$ cat src/rtl/alarm_pkg.sv
// alarm_pkg
// Shared types and default timing constants for the alarm trigger block.
//   state_t          : alarm state machine encoding (IDLE, RING, SNOOZE)
//   TONE_DIV_DEF     : CLK100MHZ cycles per buzzer half-period (1 kHz tone)
//   RING_SECS_DEF    : seconds of ringing before the alarm stops by itself
//   SNOOZE_SECS_DEF  : snooze length in seconds
//   max_int()        : helper used to size the shared seconds counter
package alarm_pkg;

  typedef enum logic [1:0] {
    IDLE   = 2'd0,
    RING   = 2'd1,
    SNOOZE = 2'd2
  } state_t;

  localparam int TONE_DIV_DEF    = 50000;
  localparam int RING_SECS_DEF   = 60;
  localparam int SNOOZE_SECS_DEF = 300;

  function automatic int max_int(input int a, input int b);
    return (a > b) ? a : b;
  endfunction

endpackage

$ cat src/rtl/tone_gen.sv
// tone_gen
// Free-running square-wave generator for the buzzer tone. The output toggles
// once every DIV clock cycles, giving a period of 2*DIV cycles.
//   CLK100MHZ : system clock
//   rst_n     : asynchronous active-low reset, output starts low
//   tone      : square-wave output
module tone_gen #(
  parameter int DIV = 50000
) (
  input  logic CLK100MHZ,
  input  logic rst_n,
  output logic tone
);

  // A divide-by-one still needs a one-bit counter to stay legal.
  localparam int CW = (DIV > 1) ? $clog2(DIV) : 1;
  localparam logic [CW-1:0] LAST = CW'(DIV - 1);

  logic [CW-1:0] div_cnt;

  // Count 0..DIV-1 and flip the tone each time the count wraps.
  always_ff @(posedge CLK100MHZ or negedge rst_n) begin
    if (!rst_n) begin
      div_cnt <= '0;
      tone    <= 1'b0;
    end else if (div_cnt == LAST) begin
      div_cnt <= '0;
      tone    <= ~tone;
    end else begin
      div_cnt <= div_cnt + 1'b1;
    end
  end

endmodule

$ cat src/rtl/alarm_trigger.sv
// alarm_trigger
// Compares the running 12-hour time against the alarm time, starts ringing at
// the first cycle of the alarm minute and runs the ring / snooze / dismiss
// state machine that drives the buzzer.
//   CLK100MHZ                 : system clock (only clock)
//   rst_n                     : asynchronous active-low reset
//   sec_tick                  : one-cycle pulse per second
//   cur_hourten..cur_min      : current time, BCD digits
//   alarm_hourten..alarm_min  : alarm time, BCD digits
//   alarm_on                  : alarm armed switch
//   snooze_btn, dismiss_btn   : debounced button levels
//   ringing                   : high while in RING
//   snoozing                  : high while in SNOOZE
//   buzzer                    : gated 1 kHz tone for the buzzer pin
module alarm_trigger
  import alarm_pkg::*;
#(
  parameter int TONE_DIV    = TONE_DIV_DEF,
  parameter int RING_SECS   = RING_SECS_DEF,
  parameter int SNOOZE_SECS = SNOOZE_SECS_DEF
) (
  input  logic       CLK100MHZ,
  input  logic       rst_n,
  input  logic       sec_tick,
  input  logic [3:0] cur_hourten,
  input  logic [3:0] cur_hour,
  input  logic [3:0] cur_minten,
  input  logic [3:0] cur_min,
  input  logic [3:0] alarm_hourten,
  input  logic [3:0] alarm_hour,
  input  logic [3:0] alarm_minten,
  input  logic [3:0] alarm_min,
  input  logic       alarm_on,
  input  logic       snooze_btn,
  input  logic       dismiss_btn,
  output logic       ringing,
  output logic       snoozing,
  output logic       buzzer
);

  localparam int CNT_MAX = max_int(RING_SECS, SNOOZE_SECS);
  localparam int CNT_W   = $clog2(CNT_MAX + 1);
  // The counter is compared against the value it holds just before the
  // final tick, so the state changes on the tick that completes the period.
  localparam logic [CNT_W-1:0] RING_LAST   = CNT_W'(RING_SECS - 1);
  localparam logic [CNT_W-1:0] SNOOZE_LAST = CNT_W'(SNOOZE_SECS - 1);

  state_t           state;
  state_t           state_d;
  logic             match;
  logic             match_q;
  logic             snooze_q;
  logic             dismiss_q;
  logic             trigger;
  logic             snooze_p;
  logic             dismiss_p;
  logic             ring_done;
  logic             snooze_done;
  logic             entering;
  logic [CNT_W-1:0] sec_cnt;
  logic             beep_on;
  logic             tone;
  logic             buzzer_q;

  tone_gen #(
    .DIV(TONE_DIV)
  ) u_tone_gen (
    .CLK100MHZ(CLK100MHZ),
    .rst_n    (rst_n),
    .tone     (tone)
  );

  assign match = (cur_hourten == alarm_hourten) && (cur_hour == alarm_hour) &&
                 (cur_minten == alarm_minten) && (cur_min == alarm_min);

  assign trigger     = match & ~match_q & alarm_on;
  assign snooze_p    = snooze_btn & ~snooze_q;
  assign dismiss_p   = dismiss_btn & ~dismiss_q;
  assign ring_done   = sec_tick && (sec_cnt == RING_LAST);
  assign snooze_done = sec_tick && (sec_cnt == SNOOZE_LAST);
  assign entering    = (state_d != state);

  // Edge-detect registers reset high: a reset inside the alarm minute, or
  // with a button already held, must not look like a fresh rising edge.
  always_ff @(posedge CLK100MHZ or negedge rst_n) begin
    if (!rst_n) begin
      match_q   <= 1'b1;
      snooze_q  <= 1'b1;
      dismiss_q <= 1'b1;
    end else begin
      match_q   <= match;
      snooze_q  <= snooze_btn;
      dismiss_q <= dismiss_btn;
    end
  end

  always_ff @(posedge CLK100MHZ or negedge rst_n) begin
    if (!rst_n) begin
      state <= IDLE;
    end else begin
      state <= state_d;
    end
  end

  // Disarming wins over everything; within RING/SNOOZE dismiss beats snooze.
  // A trigger while already ringing or snoozing is simply not looked at.
  always_comb begin
    state_d = state;
    if (!alarm_on) begin
      state_d = IDLE;
    end else begin
      case (state)
        IDLE: begin
          if (trigger) state_d = RING;
        end
        RING: begin
          if (dismiss_p)      state_d = IDLE;
          else if (snooze_p)  state_d = SNOOZE;
          else if (ring_done) state_d = IDLE;
        end
        SNOOZE: begin
          if (dismiss_p)        state_d = IDLE;
          else if (snooze_done) state_d = RING;
        end
        default: state_d = IDLE;
      endcase
    end
  end

  // Seconds spent in the current state. A tick arriving in the same cycle as
  // a state change is lost on purpose: the counter is clearing for the new
  // state.
  always_ff @(posedge CLK100MHZ or negedge rst_n) begin
    if (!rst_n) begin
      sec_cnt <= '0;
    end else if (entering || (state == IDLE)) begin
      sec_cnt <= '0;
    end else if (sec_tick) begin
      sec_cnt <= sec_cnt + 1'b1;
    end
  end

  // Beep cadence: starts audible on entry to RING, then alternates every
  // second so the alarm sounds 1 s on / 1 s off.
  always_ff @(posedge CLK100MHZ or negedge rst_n) begin
    if (!rst_n) begin
      beep_on <= 1'b0;
    end else if (entering && (state_d == RING)) begin
      beep_on <= 1'b1;
    end else if (state_d != RING) begin
      beep_on <= 1'b0;
    end else if (sec_tick) begin
      beep_on <= ~beep_on;
    end
  end

  // Registered gated tone. The final AND with the live state keeps the pin
  // silent in the first cycle after leaving RING.
  always_ff @(posedge CLK100MHZ or negedge rst_n) begin
    if (!rst_n) begin
      buzzer_q <= 1'b0;
    end else begin
      buzzer_q <= (state == RING) & tone & beep_on;
    end
  end

  assign ringing  = (state == RING);
  assign snoozing = (state == SNOOZE);
  assign buzzer   = buzzer_q & ringing;

endmodule

$ cat config.mk
export PLATFORM = sky130hd
export DESIGN_NAME = alarm_trigger
export DESIGN_NICKNAME = d
export VERILOG_FILES = /design/src/rtl/alarm_pkg.sv /design/src/rtl/tone_gen.sv /design/src/rtl/alarm_trigger.sv
export SDC_FILE = /design/constraint.sdc
export NUM_CORES = 1
export LEC_CHECK = 0
export BUFFER_PORTS_ARGS = -buffer_cell sky130_fd_sc_hd__buf_2
export CORE_UTILIZATION = 57
export DETAILED_ROUTE_END_ITERATION = 12
export GPL_ROUTABILITY_DRIVEN = 0
export PLACE_DENSITY = 0.84
export SYNTH_ARGS = -nofsm -noshare
export SYNTH_HDL_FRONTEND = slang
export SYNTH_SLANG_ARGS = --single-unit
$ cat constraint.sdc
create_clock -name CLK100MHZ -period 3.5 [get_ports CLK100MHZ]
set_clock_uncertainty 0.15 [all_clocks]
set_input_delay 0.525 -clock CLK100MHZ [delete_from_list [all_inputs] [get_ports CLK100MHZ]]
set_output_delay 0.525 -clock CLK100MHZ [all_outputs]
set_load 0.05 [all_outputs]
==> impl_results.html, run 1 <==
<table>
<tr><th>Metric</th><th>Value</th></tr>
<tr><th colspan="2">Run status</th></tr>
<tr><td>Result of the run</td><td>complete, no violations</td></tr>
<tr><th colspan="2">CTS</th></tr>
<tr><td># hold bufs at CTS</td><td>0</td></tr>
<tr><td>TritonCTS clock tree</td><td>yes</td></tr>
<tr><td>Skew-Pair Late Insertion Delay</td><td>0.32 ns</td></tr>
<tr><td>Level count of the clock H-tree</td><td>2</td></tr>
<tr><td>Buffers inserted by post-CTS timing repair</td><td>0</td></tr>
<tr><td>Buffer depth of the longest clock path</td><td>2</td></tr>
<tr><td>Cts repair resizes</td><td>0</td></tr>
<tr><td>Clock Tree Root</td><td>sky130_fd_sc_hd__clkbuf_4</td></tr>
<tr><td>CTS Buf Count</td><td>5</td></tr>
<tr><td>Clk pin slew, worst setup/hold paths</td><td>0.10 ns</td></tr>
<tr><td>CTS sink cnt</td><td>33</td></tr>
<tr><th colspan="2">Finish</th></tr>
<tr><td>Fin nets</td><td>256</td></tr>
<tr><td>Layout cells sized above 1</td><td>26.4%</td></tr>
<tr><td>Diodes inserted</td><td>0</td></tr>
<tr><td>Total area of multi-input combinational cells</td><td>902 sq um</td></tr>
<tr><td>Non-filler cells, final</td><td>247</td></tr>
<tr><td>Layout Area Growth over Synthesis</td><td>16.4%</td></tr>
<tr><td>Final instance area</td><td>2040 sq um</td></tr>
<tr><td>Area taken by flip-flops and latches</td><td>830 sq um</td></tr>
<tr><td>Layout filler cell count</td><td>204</td></tr>
<tr><th colspan="2">STA</th></tr>
<tr><td>Final TNS setup</td><td>0 ns</td></tr>
<tr><td>Worst-margin pin slew</td><td>0.682 ns</td></tr>
<tr><td>Crit path time final</td><td>2.18 ns</td></tr>
<tr><td>Rel. slew slack</td><td>54.5%</td></tr>
<tr><td>Worst Hold Slack</td><td>0.0814 ns</td></tr>
<tr><td>Number of max-slew violations in the final report</td><td>0</td></tr>
<tr><td>Final Hold Viols</td><td>0</td></tr>
<tr><td>Count of final setup violators</td><td>0</td></tr>
<tr><td>Final worst-path cycle share</td><td>62.3%</td></tr>
<tr><td>Highest Clock Rate</td><td>459 MHz</td></tr>
<tr><td>Setup repair after global routing missed its margin</td><td>false</td></tr>
<tr><td>Setup slack after layout</td><td>1.32 ns</td></tr>
<tr><th colspan="2">Die</th></tr>
<tr><td>Num ports</td><td>41</td></tr>
<tr><td>Number of rows created at floorplan</td><td>19</td></tr>
<tr><td>Die boundary height</td><td>57.4 um</td></tr>
<tr><td>Core Box Area</td><td>2830 sq um</td></tr>
<tr><td>Starting density of the core</td><td>61.9%</td></tr>
<tr><td>Horizontal die dimension</td><td>57.4 um</td></tr>
<tr><td>Die outline area</td><td>3300 sq um</td></tr>
<tr><th colspan="2">Detailed routing</th></tr>
<tr><td>Detailed-router iteration count before antenna repair</td><td>5</td></tr>
<tr><td>DRT antenna net count</td><td>0</td></tr>
<tr><td>Vias per std cell</td><td>5.59</td></tr>
<tr><td>DRC violation count after routing</td><td>0</td></tr>
<tr><td>Routed length per instance</td><td>13.4 um</td></tr>
<tr><td>Total Routed Length</td><td>3310 um</td></tr>
<tr><td>Starting DRT DRC Count</td><td>34</td></tr>
<tr><td>Via count of the routed design</td><td>1,380</td></tr>
<tr><th colspan="2">Logic synthesis</th></tr>
<tr><td>Post-synthesis net count</td><td>210</td></tr>
<tr><td>Unique masters post-synth</td><td>32</td></tr>
<tr><td>Sequential-to-total area share from yosys stat</td><td>47.4%</td></tr>
<tr><td>Gate count of the mapped netlist</td><td>170</td></tr>
<tr><td>Post-synthesis instance area</td><td>1750 sq um</td></tr>
<tr><td>Synth Register Bits</td><td>33</td></tr>
<tr><td>Synth top area cells</td><td>sky130_fd_sc_hd__dfrtp_1 (43%), sky130_fd_sc_hd__xnor2_1 (13%), sky130_fd_sc_hd__xor2_1 (6.5%), sky130_fd_sc_hd__nor2_1 (6.2%), sky130_fd_sc_hd__dfstp_2 (4.5%)</td></tr>
<tr><td>Cell taking the most area after synthesis</td><td>sky130_fd_sc_hd__dfrtp_1</td></tr>
<tr><td>Avg Cell Area, Syn</td><td>10.3 sq um</td></tr>
<tr><td>Fraction of post-synthesis cell area in the top cell type by area</td><td>42.9%</td></tr>
<tr><td>Syn. warnings</td><td>0</td></tr>
<tr><th colspan="2">Place</th></tr>
<tr><td>DP Cell Count</td><td>240</td></tr>
<tr><td>HPWL after detailed placement</td><td>2620 um</td></tr>
<tr><td>Area of placed instances</td><td>1980 sq um</td></tr>
<tr><td>Number of port buffers</td><td>40</td></tr>
<tr><td>Pre-CTS WS</td><td>1.32 ns</td></tr>
<tr><th colspan="2">Critical path</th></tr>
<tr><td>Setup slack of the worst register-to-register path</td><td>1.36 ns</td></tr>
<tr><td>Depth of the most critical reg-to-reg path</td><td>6</td></tr>
<tr><td>Maximum net fanout on the critical path</td><td>6</td></tr>
<tr><td>Setup CP Type</td><td>register to output pin</td></tr>
<tr><td>Arrival time worst endpoint</td><td>1.51 ns</td></tr>
<tr><td>Worst path required time</td><td>2.82 ns</td></tr>
<tr><td>Reg-to-reg critical path endpoint</td><td>u_tone_gen.div_cnt[9]$_DFF_PN0_</td></tr>
<tr><td>Critical path capture point type</td><td>output pin</td></tr>
<tr><td>Type of origin of the critical path</td><td>register</td></tr>
<tr><td>RR Startpoint</td><td>u_tone_gen.div_cnt[0]$_DFF_PN0_</td></tr>
<tr><th colspan="2">Power</th></tr>
<tr><td>Worst IR drop on VDD</td><td>0.000213 V</td></tr>
<tr><td>Power density over the cells</td><td>319 nW/um^2</td></tr>
<tr><td>Leakage power summed over all cells</td><td>0.945 nW</td></tr>
<tr><th colspan="2">Global routing</th></tr>
<tr><td>Number of antenna violations at the first check in global routing</td><td>0</td></tr>
<tr><td>Wire length of the first global-routing pass</td><td>5550 um</td></tr>
<tr><td>Met2 track demand over resource in global routing</td><td>38.9%</td></tr>
<tr><td>Global Route Usage Sum</td><td>21.8%</td></tr>
<tr><td>Total grt overflow</td><td>0</td></tr>
<tr><td>Largest net degree at the start of global routing</td><td>34</td></tr>
<tr><td>M1 GR Usage</td><td>26.0%</td></tr>
<tr><td>Routing usage on met3</td><td>4.99%</td></tr>
<tr><td>Global routing's busiest layer</td><td>met2</td></tr>
<tr><td>Number of global-route vias before repair</td><td>1,346</td></tr>
<tr><th colspan="2">Job</th></tr>
<tr><td>Number of max-cap violations</td><td>0</td></tr>
<tr><th colspan="2">Worst hold path</th></tr>
<tr><td>Type of the worst min-delay path</td><td>primary input to async pin</td></tr>
</table>
[cells by family after synthesis]
kind of cell | Yosys count | share of synthesized area, %
AO/OA/AOI/OAI | 8 | 4.57
XOR/XNOR | 39 | 19.5
adder cells (fa/ha/maj) | 2 | 1.43
buffers and inverters | 4 | 1.07
flip-flops | 33 | 47.4
multiplexers | 1 | 0.572
AND/OR/NAND/NOR | 83 | 25.4
[area by class of cell]
type	instances	area share (%)
multi-input cells	133	44.3
flip-flops and latches	33	40.7
clock buffers	7	2.70
repair buffers	40	9.83
well taps	31	1.90
inverters	3	0.553
[how the worst max path moves through the flow]
stage	cells past startpoint	endpoint	startpoint
global route	6	u_tone_gen.div_cnt[9]$_DFF_PN0_	u_tone_gen.div_cnt[0]$_DFF_PN0_
global placement	6	sec_cnt[8]$_DFFE_PN0P_	sec_tick
floorplan	2	buzzer	state[1]$_DFF_PN0_
detailed placement	6	sec_cnt[8]$_DFFE_PN0P_	sec_tick
CTS	3	buzzer	state[1]$_DFF_PN0_
finish	3	buzzer	state[1]$_DFF_PN0_
[layer usage]
| layer | part of all wire [%] | wire [um] |
|---|---|---|
| met1 | 42 | 1400 |
| met2 | 50 | 1670 |
| met3 | 6.1 | 202 |
| met4 | 1.2 | 40 |
| met5 | 0 | 0 |
[critical path, cell delays in order, from the launching register on]
cell,delay [ns]
sky130_fd_sc_hd__dfrtp_1,0.41
sky130_fd_sc_hd__nor2b_1,0.31
sky130_fd_sc_hd__and2_1,0.20
sky130_fd_sc_hd__buf_2,0.26
[cells in the mapped netlist (all sizes together)]
| cell | instances |
|---|---|
| nand2b | 1 |
| a31oi | 1 |
| buf | 1 |
| a22o | 1 |
| nand2 | 11 |
| and3 | 4 |
| dfstp | 3 |
| a21oi | 1 |
| xnor2 | 26 |
| and2b | 1 |
| and2 | 1 |
| nor4b | 2 |
| o21ai | 1 |
| or4 | 1 |
| a211oi | 2 |
| dfrtp | 30 |
| or2 | 1 |
| nor2b | 4 |
| nand4 | 11 |
| xor2 | 13 |
| nor2 | 29 |
| ha | 2 |
| mux2i | 1 |
| nor4 | 4 |
| nand3 | 10 |
| inv | 3 |
| a32oi | 1 |
| a2111oi | 1 |
| nor3 | 3 |
[placed cells by master, fill, tap and decap left out, types with 2 or more instances in the layout]
cell / synthesis / routed
sky130_fd_sc_hd__nor3_1: 2 / 2
sky130_fd_sc_hd__nor2_1: 29 / 29
sky130_fd_sc_hd__dfstp_2: 3 / 3
sky130_fd_sc_hd__buf_2: 0 / 40
sky130_fd_sc_hd__and3_1: 3 / 3
sky130_fd_sc_hd__xnor2_1: 26 / 26
sky130_fd_sc_hd__a211oi_1: 2 / 2
sky130_fd_sc_hd__nand2_1: 11 / 11
sky130_fd_sc_hd__xor2_1: 13 / 13
sky130_fd_sc_hd__nor4_1: 4 / 4
sky130_fd_sc_hd__nand3_1: 10 / 10
sky130_fd_sc_hd__ha_1: 2 / 2
sky130_fd_sc_hd__dfrtp_1: 30 / 30
sky130_fd_sc_hd__inv_1: 3 / 3
sky130_fd_sc_hd__nor2b_1: 4 / 4
sky130_fd_sc_hd__nand4_1: 11 / 11
sky130_fd_sc_hd__clkbuf_4: 0 / 5
[state kept, by name, summed over array words and instances (netlist names)]
signal / flops
beep_on: 1
buzzer_q: 1
dismiss_q: 1
match_q: 1
sec_cnt: 9
snooze_q: 1
state: 2
u_tone_gen.div_cnt: 16
u_tone_gen.tone: 1
[per-stage QoR]
stage	total power (W)	utilization (%)
after floorplan	0.000415	-
after global placement	0.000446	70.1
after detailed placement	0.000448	70.1
after CTS	0.000655	72.0
after global routing	0.000674	72.0
final	0.000650	72.0
[where the power goes]
part | internal, W | switching, W | total [W]
sequential | 0.000383 | 0.000000235 | 0.000383
combinational | 0.0000296 | 0.0000268 | 0.0000564
clock | 0.0000948 | 0.000116 | 0.000211
Power figures use the tool's default switching activity.
==> run 2, diff against run 1 <==
--- a/config.mk
+++ b/config.mk
@@ -6,10 +6,10 @@
 export NUM_CORES = 1
 export LEC_CHECK = 0
 export BUFFER_PORTS_ARGS = -buffer_cell sky130_fd_sc_hd__buf_2
-export CORE_UTILIZATION = 57
+export CORE_UTILIZATION = 53
 export DETAILED_ROUTE_END_ITERATION = 12
 export GPL_ROUTABILITY_DRIVEN = 0
-export PLACE_DENSITY = 0.84
+export PLACE_DENSITY = 0.79
 export SYNTH_ARGS = -nofsm -noshare
 export SYNTH_HDL_FRONTEND = slang
 export SYNTH_SLANG_ARGS = --single-unit
==> constraint.sdc (replaced) <==
create_clock -name CLK100MHZ -period 2.1 [get_ports CLK100MHZ]
set_clock_uncertainty 0.15 [all_clocks]
set_input_delay 0.315 -clock CLK100MHZ [delete_from_list [all_inputs] [get_ports CLK100MHZ]]
set_output_delay 0.315 -clock CLK100MHZ [all_outputs]
set_load 0.05 [all_outputs]
==> run 2 against run 1 <==
Effect of this change: register-to-register slack worse by 1.2 ns; hold slack improved by 0.027 ns; critical path type is now register to register; routed wire length decreased by 4.3%; via count rose by 1.7%; global-route usage is 0.84 points lower; critical path depth rose by 3; sequential power rose by 67%; combinational power increased by 72%; total power is 89% higher; utilization shrank 1.8 points; cell count increased by 9.7%.
==> impl_results.html, run 2 (same netlist as run 1, synthesis figures left out) <==
<table>
<tr><th>Metric</th><th>Value</th></tr>
<tr><th colspan="2">Finish</th></tr>
<tr><td>Commonest cells after routing, fill and taps aside</td><td>sky130_fd_sc_hd__buf_2 (40), sky130_fd_sc_hd__dfrtp_1 (30), sky130_fd_sc_hd__nor2_1 (29), sky130_fd_sc_hd__xnor2_1 (26), sky130_fd_sc_hd__xor2_1 (13)</td></tr>
<tr><td>Biggest regs</td><td>u_tone_gen.div_cnt: 16 flops, sec_cnt: 9 flops, state: 2 flops</td></tr>
<tr><td>Most common cell after layout, fill and taps aside</td><td>sky130_fd_sc_hd__buf_2</td></tr>
<tr><td>Total area of multi-input combinational cells</td><td>912 sq um (+1.1%)</td></tr>
<tr><td>Final instance area</td><td>2180 sq um (+7.0%)</td></tr>
<tr><td>Diodes inserted</td><td>0 (unchanged)</td></tr>
<tr><td>Layout cells sized above 1</td><td>30.4% (+4.0 points)</td></tr>
<tr><td>Final design utilization</td><td>70.2% (-1.8 points)</td></tr>
<tr><td>Fin nets</td><td>266 (+3.9%)</td></tr>
<tr><td>Largest register FFs</td><td>16 (unchanged)</td></tr>
<tr><td>Register with the most flip-flops</td><td>u_tone_gen.div_cnt</td></tr>
<tr><td>Layout filler cell count</td><td>245 (+20%)</td></tr>
<tr><td>Layout Area Growth over Synthesis</td><td>24.5%</td></tr>
<tr><td>Area taken by flip-flops and latches</td><td>830 sq um (unchanged)</td></tr>
<tr><th colspan="2">Global routing</th></tr>
<tr><td>Global Route Usage Sum</td><td>21.0% (-0.84 points)</td></tr>
<tr><td>Number of global-route vias before repair</td><td>1,314 (-2.4%)</td></tr>
<tr><td>Largest net degree at the start of global routing</td><td>34 (unchanged)</td></tr>
<tr><td>Total grt overflow</td><td>0 (unchanged)</td></tr>
<tr><td>Wire length of the first global-routing pass</td><td>5420 um (-2.4%)</td></tr>
<tr><td>Number of antenna violations at the first check in global routing</td><td>0 (unchanged)</td></tr>
<tr><th colspan="2">STA</th></tr>
<tr><td>Final worst-path cycle share</td><td>94.4%</td></tr>
<tr><td>Crit path time final</td><td>1.98 ns</td></tr>
<tr><td>Setup slack after layout</td><td>0.117 ns (-1.20 ns)</td></tr>
<tr><td>Count of final setup violators</td><td>0 (unchanged)</td></tr>
<tr><td>Final Hold Viols</td><td>0 (unchanged)</td></tr>
<tr><td>Final TNS setup</td><td>0 ns (unchanged)</td></tr>
<tr><td>Setup repair after global routing missed its margin</td><td>false</td></tr>
<tr><td>Number of max-slew violations in the final report</td><td>0 (unchanged)</td></tr>
<tr><td>Rel. slew slack</td><td>54.7% (+0.18 points)</td></tr>
<tr><td>Worst Hold Slack</td><td>0.109 ns (+0.0272 ns)</td></tr>
<tr><td>Worst-margin pin slew</td><td>0.680 ns (-0.00272 ns)</td></tr>
<tr><td>Highest Clock Rate</td><td>504 MHz</td></tr>
<tr><th colspan="2">Critical path</th></tr>
<tr><td>Type of origin of the critical path</td><td>register</td></tr>
<tr><td>Setup slack of the worst register-to-register path</td><td>0.12 ns (-1.24 ns)</td></tr>
<tr><td>Critical path capture point type</td><td>register</td></tr>
<tr><td>Arrival time worst endpoint</td><td>2.06 ns (+0.55 ns)</td></tr>
<tr><td>Setup CP Type</td><td>register to register</td></tr>
<tr><td>Worst path required time</td><td>2.18 ns (-0.64 ns)</td></tr>
<tr><td>Maximum net fanout on the critical path</td><td>5 (-1)</td></tr>
<tr><th colspan="2">CTS</th></tr>
<tr><td>TritonCTS clock tree</td><td>yes</td></tr>
<tr><td>Clk pin slew, worst setup/hold paths</td><td>0.11 ns (about the same)</td></tr>
<tr><td>Skew-Pair Late Insertion Delay</td><td>0.33 ns (about the same)</td></tr>
<tr><td>CTS sink cnt</td><td>33 (unchanged)</td></tr>
<tr><td>Buffer depth of the longest clock path</td><td>2 (unchanged)</td></tr>
<tr><td>CTS Buf Count</td><td>5 (unchanged)</td></tr>
<tr><td>Level count of the clock H-tree</td><td>2 (unchanged)</td></tr>
<tr><td>Clock Tree Root</td><td>sky130_fd_sc_hd__clkbuf_4</td></tr>
<tr><th colspan="2">Die</th></tr>
<tr><td>Num ports</td><td>41 (unchanged)</td></tr>
<tr><td>Horizontal die dimension</td><td>59.5 um (+3.6%)</td></tr>
<tr><td>Core Box Area</td><td>3100 sq um (+9.7%)</td></tr>
<tr><td>Die outline area</td><td>3540 sq um (+7.3%)</td></tr>
<tr><td>Starting density of the core</td><td>56.4% (-5.5 points)</td></tr>
<tr><td>Die boundary height</td><td>59.5 um (+3.6%)</td></tr>
<tr><td>Number of rows created at floorplan</td><td>20 (+1)</td></tr>
<tr><th colspan="2">Power</th></tr>
<tr><td>Worst IR drop on VDD</td><td>0.000403 V (+90%)</td></tr>
<tr><td>Power density over the cells</td><td>563 nW/um^2 (+76%)</td></tr>
<tr><td>Leakage power summed over all cells</td><td>1.01 nW (+6.5%)</td></tr>
<tr><th colspan="2">Detailed routing</th></tr>
<tr><td>Via count of the routed design</td><td>1,403 (+1.7%)</td></tr>
<tr><td>Detailed-router iteration count before antenna repair</td><td>4 (-1)</td></tr>
<tr><td>Starting DRT DRC Count</td><td>61 (+79%)</td></tr>
<tr><td>DRT antenna net count</td><td>0 (unchanged)</td></tr>
<tr><td>Routed length per instance</td><td>11.7 um (-13%)</td></tr>
<tr><td>Total Routed Length</td><td>3170 um (-4.3%)</td></tr>
<tr><td>Vias per std cell</td><td>5.18 (-7.3%)</td></tr>
<tr><td>DRC violation count after routing</td><td>0 (unchanged)</td></tr>
<tr><th colspan="2">Place</th></tr>
<tr><td>Number of port buffers</td><td>40 (unchanged)</td></tr>
<tr><td>Area of placed instances</td><td>2040 sq um (+3.0%)</td></tr>
<tr><td>HPWL after detailed placement</td><td>2540 um (-3.1%)</td></tr>
<tr><td>Pre-CTS WS</td><td>0.133 ns (-1.18 ns)</td></tr>
<tr><th colspan="2">Run status</th></tr>
<tr><td>Result of the run</td><td>complete, no violations</td></tr>
<tr><th colspan="2">Worst hold path</th></tr>
<tr><td>Type of the worst min-delay path</td><td>primary input to register</td></tr>
<tr><th colspan="2">Job</th></tr>
<tr><td>Number of max-cap violations</td><td>0 (unchanged)</td></tr>
</table>
-- run 2: area by class of cell --
type | count | area share [%]
clock buffers | 6 | 2.35
well taps | 44 | 2.53
flip-flops and latches | 33 | 38.1
repair buffers | 50 | 13.0
clock inverters | 2 | 1.72
inverters | 3 | 0.517
multi-input cells | 133 | 41.8
-- run 2: power by group --
| part | switching, W | internal, W | total [W] |
|---|---|---|---|
| clock network | 0.000209 | 0.000283 | 0.000492 |
| registers | 0.000000430 | 0.000639 | 0.000639 |
| logic | 0.0000441 | 0.0000529 | 0.0000969 |
-- run 2: final timing paths --
| kind | start | endpoint | cells after the start |
|---|---|---|---|
| setup / recovery | sec_cnt[2]$_DFFE_PN0P_ | sec_cnt[4]$_DFFE_PN0P_ | 6 |
| max in group asynchronous | rst_n | beep_on$_DFFE_PN0P_ | 2 |
| min in group asynchronous | rst_n | u_tone_gen.div_cnt[7]$_DFF_PN0_ | 2 |
| setup reg to reg | sec_cnt[2]$_DFFE_PN0P_ | sec_cnt[4]$_DFFE_PN0P_ | 6 |
| hold reg to reg | u_tone_gen.tone$_DFFE_PN0N_ | u_tone_gen.tone$_DFFE_PN0N_ | 1 |
| hold / removal | cur_minten[3] | match_q$_DFF_PN1_ | 4 |
-- run 2: layer usage --
| layer | up-vias | GRT usage, % | routed length, um |
|---|---|---|---|
| met3 | 6 | 5.02 | 173 |
| met5 | - | 0 | 0 |
| li1 | 697 | - | - |
| met1 | 655 | 24.4 | 1320 |
| met4 | 0 | 11.6 | 36 |
| met2 | 45 | 35.3 | 1640 |
-- run 2: critical path, cell delays in order (launching register included) --
cell                       delay, ns
sky130_fd_sc_hd__dfrtp_1        0.40
sky130_fd_sc_hd__or4_1          0.53
sky130_fd_sc_hd__nor2_1         0.23
sky130_fd_sc_hd__a211oi_1       0.16
sky130_fd_sc_hd__nor3_4         0.20
sky130_fd_sc_hd__buf_4          0.16
sky130_fd_sc_hd__nor2_1         0.05
-- run 2: repair_timing --
action / 4_1_cts / 5_1_grt
hold endpoints to repair: 32 / 0
setup endpoints to repair: 0 / 11
gates resized for setup: 0 / 1
setup buffers: 0 / 2
hold buffers: 3 / 0
-- run 2: per-stage QoR --
stage | instances | total power, W
final | 271 | 0.00123
after global routing | 271 | 0.00129
after CTS | 269 | 0.00125
after detailed placement | 258 | 0.000746
after global placement | 258 | 0.000743
after floorplan | 170 | 0.000691
